File: config.mk
export PLATFORM = sky130hd
export DESIGN_NAME = windowed_majority_detector
export DESIGN_NICKNAME = d
export VERILOG_FILES = /design/src/rtl/windowed_majority_detector.sv
export SDC_FILE = /design/constraint.sdc
export NUM_CORES = 1
export LEC_CHECK = 0
export CAP_MARGIN = 20
export CELL_PAD_IN_SITES_DETAIL_PLACEMENT = 0
export CELL_PAD_IN_SITES_GLOBAL_PLACEMENT = 1
export CORE_UTILIZATION = 42
export DETAILED_ROUTE_END_ITERATION = 8
export DONT_BUFFER_PORTS = 1
export PLACE_DENSITY_LB_ADDON = 0.1
export SYNTH_ARGS = -nofsm -noshare
export SYNTH_HDL_FRONTEND = slang
export SYNTH_SLANG_ARGS = --single-unit
File: constraint.sdc
create_clock -name clk -period 1.8 [get_ports clk]
set_input_delay 0.36 -clock clk [delete_from_list [all_inputs] [get_ports clk]]
set_output_delay 0.36 -clock clk [all_outputs]
set_load 0.03 [all_outputs]
File: src/rtl/windowed_majority_detector.sv
// Sliding-window threshold detector: counts ones among the last WINDOW accepted
// samples and raises a registered decision plus a one-cycle rising-edge event.
module windowed_majority_detector #(
  parameter int WINDOW = 5,
  parameter int THRESH = 3,
  parameter int CW     = $clog2(WINDOW + 1)
) (
  input  logic          clk,
  input  logic          rst_n,
  input  logic          in_val,
  input  logic          in_bit,
  input  logic          clear,
  output logic          out_val,
  output logic          out,
  output logic [CW-1:0] count,
  output logic          full,
  output logic          rise
);

  localparam logic [CW-1:0] WIN_C = CW'(WINDOW);
  localparam logic [CW-1:0] THR_C = CW'(THRESH);

  logic [WINDOW-1:0] win_p0;
  logic [CW-1:0]     fill_p0;
  logic [CW-1:0]     cnt_p0;
  logic              vld_p0;
  logic              out_p0;
  logic              rise_p0;

  logic [CW-1:0]     fill_nxt;
  logic [CW-1:0]     cnt_nxt;
  logic              vld_nxt;
  logic              out_nxt;

  // Next-state values assuming the current cycle accepts a sample.
  // Once full, the oldest bit leaves as the new one enters, so the count
  // moves by at most one and stays within 0..WINDOW.
  always_comb begin
    fill_nxt = fill_p0;
    cnt_nxt  = cnt_p0;
    if (fill_p0 != WIN_C) begin
      fill_nxt = fill_p0 + CW'(1);
      cnt_nxt  = cnt_p0 + CW'(in_bit);
    end else begin
      cnt_nxt  = cnt_p0 + CW'(in_bit) - CW'(win_p0[WINDOW-1]);
    end
    vld_nxt = (fill_nxt == WIN_C);
    out_nxt = vld_nxt & (cnt_nxt >= THR_C);
  end

  // Stage p0: window, counters and registered decision
  always_ff @(posedge clk or negedge rst_n) begin
    if (!rst_n) begin
      win_p0  <= '0;
      fill_p0 <= '0;
      cnt_p0  <= '0;
      vld_p0  <= 1'b0;
      out_p0  <= 1'b0;
      rise_p0 <= 1'b0;
    end else if (clear) begin
      win_p0  <= '0;
      fill_p0 <= '0;
      cnt_p0  <= '0;
      vld_p0  <= 1'b0;
      out_p0  <= 1'b0;
      rise_p0 <= 1'b0;
    end else if (in_val) begin
      win_p0  <= {win_p0[WINDOW-2:0], in_bit};
      fill_p0 <= fill_nxt;
      cnt_p0  <= cnt_nxt;
      vld_p0  <= vld_nxt;
      out_p0  <= out_nxt;
      rise_p0 <= out_nxt & ~out_p0;
    end else begin
      rise_p0 <= 1'b0;
    end
  end

  assign out_val = vld_p0;
  assign full    = vld_p0;
  assign out     = out_p0;
  assign count   = cnt_p0;
  assign rise    = rise_p0;

endmodule

## Word level (Yosys, flattened, before mapping)

Index checks and enable logic that the tools add are counted.

| word-level totals | value |
|---|---|
| output and inout bits | 7 |
| bits of input ports | 5 |
| flip-flop bits (word level) | 14 |

| cells by class | value |
|---|---|
| reduce and logical (&&, ||, !) cells | 1 |
| muxes and demuxes | 14 |
| $add $sub $neg | 3 |
| $lt $le $gt $ge | 1 |
| equality and inequality tests | 2 |
| bitwise operators | 3 |

Operator list:

| operator | number |
|---|---|
| two-way mux 3 bit | 6 |
| two-way mux 5 bit | 2 |
| two-way mux 1 bit | 6 |
| adder 3 x 1 -> 3 bit | 1 |
| adder 3 x 1 -> 3 bit (second input constant) | 1 |
| equality test 3 bit (second input constant) | 1 |
| >= comparator 3 x 2 -> 1 bit (second input constant) | 1 |
| != test 3 bit (second input constant) | 1 |
| subtractor 3 x 1 -> 3 bit | 1 |
| AND 1 bit | 2 |
| nonzero test 2 bit | 1 |
| NOT 1 bit | 1 |

## Longest topological paths before layout

Gate-level depths: netlist (run 1).

| depth | value |
|---|---|
| depth in word-level cells | 8 |
| depth in mapped cells | 8 |
| gate-level depth less buffers | 8 |

## Worst setup path before layout (run 1)

No wires, ideal clock.

| timing | value |
|---|---|
| path kind | reg2reg |
| from | reg cnt_p0[0] (netlist: count[0]) |
| to | reg rise_p0 (netlist: rise) |
| buffers on the path | 0 |
| library setup time | 0.081 ns |
| setup slack | -0.124 ns |
| data arrival time | 1.842 ns |
| clock period less this slack | 1.924 ns |
| cell stages (with the launch flop) | 7 |
| cells stage by stage | dfrtp_1 > ha_1 > ha_1 > inv_1 > ha_1 > o311a_4 > nor3_2 |

| between the ends | value |
|---|---|
| word-level cells in the longest chain between the ends | 8 |

Ends and longest elaborated chain:

| what | RTL line | RTL |
|---|---|---|
| start, declared | 25 | `logic [CW-1:0] cnt_p0;` |
| start signal, assigned | 70 | `cnt_p0 <= cnt_nxt;` |
| adder 3 x 1 -> 3 bit (*) | 43, 45 |  |
| subtractor 3 x 1 -> 3 bit | 45 | `cnt_nxt = cnt_p0 + CW'(in_bit) - CW'(win_p0[WINDOW-1]);` |
| two-way mux 3 bit (*) | 41 | `if (fill_p0 != WIN_C) begin` |
| >= comparator 3 x 2 -> 1 bit (*) | 48 | `out_nxt = vld_nxt & (cnt_nxt >= THR_C);` |
| AND 1 bit (*) | 48 |  |
| AND 1 bit (*) | 73 | `rise_p0 <= out_nxt & ~out_p0;` |
| two-way mux 1 bit (*) | 67 | `end else if (in_val) begin` |
| two-way mux 1 bit (*) | 60 | `end else if (clear) begin` |
| end signal, assigned | 73 |  |
| end, declared | 28 | `logic rise_p0;` |

Mark *: on every way between the ends. The rest lies on a longest branch, timed or not.
A chain may end at the register's enable or synchronous reset.

## Final worst setup path (run 1)

Ends and elaborated chain as after synthesis.

==> impl_metrics.env, run 1 <==
export IMPL_number_of_antenna_violations_at_the_first_check_in_global_routing=0
export IMPL_final_hold_violation_count=0
export IMPL_totalWireLength_um=1540
export IMPL_drive_above_1_share_pct=28.4
export IMPL_post_synth_top_area_fraction_pct=43.5
export IMPL_period_share_pct=97.7
export IMPL_drt_antenna_violating_nets=0
export IMPL_portBuffers=0
export IMPL_setup_slack_ns=0.0412
export IMPL_floorplan_die_area_mm2=0.00210
export IMPL_timing_setup_critical_path_class="reg -> reg"
export IMPL_place_detailed_hpwl_um=1030
export IMPL_fp_dieH_um=45.8
export IMPL_clock_path_buffers=2
export IMPL_crit_chain="ha_4 -> inv_1 -> ha_2 -> ha_4 -> nand3_4 -> xor3_1 -> o311a_4 -> nor3_2"
export IMPL_leakage_uw=0.000426
export IMPL_first_iter_violations=16
export IMPL_cts_clk_slew_worst_paths_ns=0.09
export IMPL_post_synth_inst_count=75
export IMPL_n_antenna_cell=0
export IMPL_worstSkewPairLatency_ns=0.28
export IMPL_end_of_the_worst_register_to_register_path="rise"
export IMPL_max_cap_violations=0
export IMPL_dpl_instance_area_um2=875
export IMPL_synthDominantAreaCellType="dfrtp_1"
export IMPL_tns_ns=0
export IMPL_synth_xor_xnor_area_share_pct=5.12
export IMPL_relSlewSlack_pct=55.9
export IMPL_drtPass1Iterations=4
export IMPL_setup_violations=0
export IMPL_required_ns=2.01
export IMPL_post_drt_via_cell_ratio=5.31
export IMPL_cp_start_kind="flip-flop"
export IMPL_run_status="complete, no violations"
export IMPL_ranking_of_synthesized_cells_by_area="dfrtp_1 43%, ha_1 9.3%, mux2i_1 6.2%"
export IMPL_post_route_cell_area_um2=953
export IMPL_drt_drc_violations_left=0
export IMPL_hold_class="in -> reg"
export IMPL_combinational_family_with_the_most_area_after_synthesis="simple AND/OR/NAND/NOR gates"
export IMPL_fill_cells=170
export IMPL_fmax_mhz=569
export IMPL_gr_usage_all_layers_pct=17.3
export IMPL_holdPathStages=1
export IMPL_yosys_warnings=0
export IMPL_first_global_vias=510
export IMPL_cts_buffers_inserted=3
export IMPL_ioPinCount=12
export IMPL_reg2reg_depth=8
export IMPL_worst_ir_drop_vdd_mv=0.411
export IMPL_whs_endpoint="count[1]"
export IMPL_synth_mux_area_fraction_pct=6.21
export IMPL_synth_seq_cells=14
export IMPL_critPathSlowestCell="dfrtp_2"
export IMPL_initial_core_util_pct=45.7
export IMPL_post_layout_nonfiller_instances=106
export IMPL_synthesis_area_um2=806
export IMPL_synth_fa_ha_area_share_pct=9.32
export IMPL_htreeDepth=1
export IMPL_grt_max_degree=19
export IMPL_utilization_pct=54.0
export IMPL_syn_num_nets=86
export IMPL_design_final_nets=93
export IMPL_skew_final_ns=0.00193
export IMPL_cts_tree="yes"
export IMPL_grt_overflow_total=0
export IMPL_coreArea_mm2=0.00176
export IMPL_regToRegStartpoint="count[0]"
export IMPL_synth_compound_area_share_pct=12.1
export IMPL_hold_crit_start="clear"
export IMPL_cpPeakStageDelay_ns=0.43
export IMPL_rows=15
export IMPL_critical_path_endpoint_type="flip-flop"
export IMPL_clock_sinks=14
export IMPL_finalWorstPathRequiredPeriod_ns=1.76
export IMPL_numPlacedInstances=100
export IMPL_worst_path_max_fanout=3
export IMPL_r2r_slack_ns=0.04
export IMPL_tightestPinTransition_ns=0.660
export IMPL_setup_ws_pre_cts_ns=0.0177
export IMPL_wl_per_instance_um=14.5
export IMPL_powerDensity_mw_per_mm2=713
export IMPL_critPathMostFrequentCell="ha_4"
export IMPL_yosysUniqueCellTypes=29
export IMPL_yosys_area_share_simple_pct=19.7
export IMPL_area_growth_syn_to_layout_pct=18.3
export IMPL_grt_pass1_wl_um=2390
export IMPL_die_w_um=45.8
export IMPL_finalMaxSlewViolations=0
export IMPL_postSynthAreaPerCell_um2=10.7
export IMPL_place_gp_congestion=0.722
export IMPL_root_buffer="clkbuf_4"
export IMPL_synth_sequential_area_ratio_pct=43.5
export IMPL_via_count=563
export IMPL_critical_path_arrival_ns=1.97
==> metrics by stage <==
stage,total power [µW],hold slack [ns]
floorplan,427,0.0644
finish,680,0.126
global placement,442,0.0647
detailed placement,442,0.0647
CTS,690,0.112
global route,723,0.0956
==> report_power, final <==
| group | internal [µW] | switching [µW] | total, µW |
|---|---|---|---|
| Clock | 123 | 105 | 228 |
| Sequential | 326 | 12.8 | 338 |
| Combinational | 57.8 | 55.2 | 113 |
==> worst max-delay path by stage <==
stage | start | end | slack [ns] | cells after the start
global route | count[0] | out | -0.02 | 8
detailed placement | count[0] | rise | 0.02 | 8
finish | count[0] | rise | 0.04 | 8
CTS | count[0] | rise | 0.002 | 8
floorplan | count[0] | rise | -0.02 | 6
global placement | count[0] | rise | 0.04 | 6
==> state kept, by name, summed over array words and instances (netlist names) <==
register / count
out: 1
win_p0: 5
rise: 1
count: 3
fill_p0: 3
full: 1
==> layer usage <==
metal / part of all wire [%] / global-route usage (%) / wire length [µm] / vias to the layer above
li1: - / - / - / 275
met1: 50 / 23.5 / 765 / 278
met2: 45 / 22.6 / 693 / 8
met3: 4.1 / 7.94 / 63 / 2
met4: 0.78 / 8.82 / 12 / 0
met5: 0 / 0 / 0 / -
==> worst max-delay path: cells and delay by family (launching register included) <==
family | cells | cell delay (ns)
adder cells (fa/ha/maj) | 3 | 0.63
buffers and inverters | 1 | 0.04
flip-flops | 1 | 0.43
AO/OA/AOI/OAI | 1 | 0.14
AND/OR/NAND/NOR | 2 | 0.22
XOR/XNOR | 1 | 0.24
==> placed cells by master, fill, tap and decap left out, types with 2 or more instances in the layout <==
cell | synthesis | final
dfrtp_1 | 14 | 13
nor2_1 | 10 | 10
nand2_1 | 7 | 7
mux2i_1 | 5 | 5
a21oi_1 | 5 | 5
buf_4 | 1 | 5
ha_4 | 0 | 3
clkbuf_4 | 0 | 3
inv_1 | 3 | 2
nand2b_1 | 2 | 2
ha_1 | 6 | 2
==> logic make-up (layout without fill, tap and decap cells) <==
kind of cell / count (synthesis) / in the layout
buf+inv: 7 / 13
xor+xnor: 3 / 3
flops: 14 / 14
simple gates: 28 / 28
fa+ha+maj: 6 / 6
mux: 5 / 5
compound gates: 12 / 12
==> synthesized netlist by cell type <==
cell type   n
dfrtp_1    14
nor2_1     10
nand2_1     7
ha_1        6
a21oi_1     5
mux2i_1     5
inv_1       3
buf_2       2
nand2b_1    2
nand3_1     2
a211oi_1    1
a221o_1     1
a311oi_1    1
a31o_2      1
and2_1      1
and4b_2     1
buf_4       1
clkbuf_1    1
nand4b_2    1
nor3_1      1
nor3_2      1
nor4b_2     1
nor4bb_1    1
o211ai_1    1
o21ai_2     1
o311a_4     1
xnor2_1     1
xor2_1      1
xor3_1      1
==> repair_timing <==
action,CTS,global route
hold buffers,1,0
setup endpoints to repair,2,3
hold endpoints to repair,14,0
setup buffers,1,0
gates resized for setup,0,4
==> area by class of cell <==
cell class                 count  area [µm²]  area share [%]
multi-input combinational     54         475            49.9
sequential                    14         352            36.9
timing repair buffer           6        47.5            4.99
clock buffer                   4        36.3            3.81
tap                           25        31.3            3.28
inverter                       3        11.3            1.18
(Power assumes the default switching activity.)
==> inputs of run 2 (changes only) <==
==> constraint.sdc (replaced) <==
create_clock -name clk -period 1.5 [get_ports clk]
set_input_delay 0.3 -clock clk [delete_from_list [all_inputs] [get_ports clk]]
set_output_delay 0.3 -clock clk [all_outputs]
set_load 0.03 [all_outputs]
==> impl_metrics.env, run 2 (same netlist as run 1, synthesis figures left out) <==
export IMPL_global_routing_usage_on_met1_pct=26.9
export IMPL_power_switching_uw=222
export IMPL_first_iter_violations=7
export IMPL_ioPinCount=12
export IMPL_crit_chain="ha_4 -> ha_4 -> inv_4 -> ha_4 -> nand3_4 -> xor3_1 -> o311a_4 -> nor3_2"
export IMPL_drive_above_1_share_pct=44.8
export IMPL_clock_path_buffers=2
export IMPL_htreeDepth=1
export IMPL_drt_drc_violations_left=0
export IMPL_area_growth_syn_to_layout_pct=33.5
export IMPL_power_share_sequential_pct=49.4
export IMPL_cpPeakStageDelay_ns=0.43
export IMPL_run_status="complete, but fails checks"
export IMPL_setup_slack_ns=-0.189
export IMPL_critPathSlowestCell="dfrtp_2"
export IMPL_mostFrequentLayoutCells="12 x dfrtp_1, 11 x buf_4, 9 x nor2_1"
export IMPL_cp_start_kind="flip-flop"
export IMPL_numPlacedInstances=105
export IMPL_pwr_share_comb_pct=24.2
export IMPL_relSlewSlack_pct=56.0
export IMPL_via_count=576
export IMPL_critical_path_endpoint_type="flip-flop"
export IMPL_root_buffer="clkbuf_4"
export IMPL_met2_usage_pct=29.1
export IMPL_wl_per_instance_um=15.4
export IMPL_use_met3_pct=2.38
export IMPL_fp_dieH_um=45.8
export IMPL_timing_setup_critical_path_class="reg -> reg"
export IMPL_coreArea_mm2=0.00176
export IMPL_leakage_uw=0.000471
export IMPL_worstSkewPairLatency_ns=0.27
export IMPL_place_detailed_hpwl_um=1110
export IMPL_drt_antenna_violating_nets=0
export IMPL_timing_critical_path_buf_inv=1
export IMPL_worst_ir_drop_vdd_mv=0.531
export IMPL_first_global_vias=590
export IMPL_largest_register="win_p0"
export IMPL_floorplan_die_area_mm2=0.00210
export IMPL_crit_family="adder cells"
export IMPL_power_switching_fraction_pct=26.8
export IMPL_grt_max_degree=19
export IMPL_largest_register_ff_count=5
export IMPL_period_share_pct=113
export IMPL_gr_usage_all_layers_pct=19.1
export IMPL_total_power_uw=829
export IMPL_n_antenna_cell=0
export IMPL_cts_clk_slew_worst_paths_ns=0.08
export IMPL_rows=15
export IMPL_grt_setup_unrepaired="yes"
export IMPL_die_w_um=45.8
export IMPL_finalWorstPathRequiredPeriod_ns=1.69
export IMPL_most_common_library_cell_in_the_layout_ignoring_fill_and_taps="dfrtp_1"
export IMPL_required_ns=1.69
export IMPL_number_of_antenna_violations_at_the_first_check_in_global_routing=0
export IMPL_critical_path_arrival_ns=1.88
export IMPL_drtPass1Iterations=4
export IMPL_final_hold_violation_count=0
export IMPL_cell_internal_pwr_uw=607
export IMPL_post_drt_via_cell_ratio=5.14
export IMPL_grt_overflow_total=0
export IMPL_initial_core_util_pct=45.7
export IMPL_cts_buffers_inserted=3
export IMPL_max_cap_violations=0
export IMPL_hold_class="in -> reg"
export IMPL_violations_in_the_final_reports="setup timing"
export IMPL_place_gp_congestion=0.690
export IMPL_clock_sinks=14
export IMPL_finalMaxSlewViolations=0
export IMPL_totalWireLength_um=1730
export IMPL_portBuffers=0
export IMPL_skew_final_ns=0.00451
export IMPL_post_layout_nonfiller_instances=112
export IMPL_tightestPinTransition_ns=0.658
export IMPL_grt_most_used_layer="met2"
export IMPL_setup_violations=3
export IMPL_cts_tree="yes"
export IMPL_worst_path_max_fanout=2
export IMPL_design_final_nets=99
export IMPL_powerDensity_mw_per_mm2=771
export IMPL_critPathMostFrequentCell="ha_4"
export IMPL_share_clk_of_total_power_pct=26.4
export IMPL_fmax_mhz=592
export IMPL_grt_pass1_wl_um=2710
run 2: changes by cell type in the layout (fill, tap and decap cells not counted), moves of 2 or more:
cell,change
ha_1,-2
inv_1,-2
buf_4,+6
ha_4,+2
run 2: path summary, 6_finish.rpt:
| path | from | end | slack (ns) | depth (start not counted) |
|---|---|---|---|---|
| min in group asynchronous | rst_n | count[2] | 0.49 | 1 |
| max in group asynchronous | rst_n | fill_p0[0] | 0.55 | 1 |
| max | count[0] | rise | -0.19 | 8 |
| max reg2reg | count[0] | rise | -0.19 | 8 |
| min | clear | count[0] | 0.08 | 1 |
| min reg2reg | win_p0[3] | win_p0[3] | 0.52 | 2 |
run 2: worst reg2reg max path, delay by kind of cell, from the launching register on:
kind / cells / cell delay (ns)
xor+xnor: 1 / 0.23
fa+ha+maj: 3 / 0.59
flops: 1 / 0.43
simple gates: 2 / 0.19
buf+inv: 1 / 0.03
compound gates: 1 / 0.14
run 2: cell type report:
| cell class | count | area (µm²) |
|---|---|---|
| inverter | 3 | 13.8 |
| timing repair buffer | 12 | 92.6 |
| clock buffer | 4 | 26.3 |
| multi-input combinational | 54 | 559 |
| fill | 159 | 688 |
| tap | 25 | 31.3 |
| sequential | 14 | 353 |
run 2: stage by stage:
| stage | area [µm²] | setup TNS [ns] | worst slack (ns) | util, % | hold WS [ns] |
|---|---|---|---|---|---|
| floorplan | 865 | -0.736 | -0.254 | - | 0.00441 |
| global placement | 942 | -0.487 | -0.166 | 53.4 | 0.00468 |
| detailed placement | 942 | -0.595 | -0.209 | 53.4 | 0.00484 |
| CTS | 1000 | -0.648 | -0.243 | 56.9 | 0.0663 |
| global route | 1080 | -0.848 | -0.269 | 61.0 | 0.0522 |
| finish | 1080 | -0.534 | -0.189 | 61.0 | 0.0789 |
run 2: repair_timing:
| action | in CTS | in global routing |
|---|---|---|
| hold endpoints to repair | 14 | 0 |
| buffers inserted | 0 | 2 |
| hold buffers | 1 | 0 |
| pin swaps | 3 | 9 |
| resized for setup | 5 | 11 |
| setup endpoints to repair | 5 | 6 |
| cloned | 0 | 0 |
run 2: power groups by stage:
stage	registers, µW	logic, µW	clock network, µW
final	410	201	219
after global routing	412	219	252
after CTS	409	162	233
after detailed placement	414	141	0
after global placement	413	136	0
after floorplan	421	101	0
run 2: routing by layer:
layer  vias up  wire length (µm)
li1        288                 -
met1       274               793
met2        12               850
met3         2                74
met4         0                10
met5         -                 0
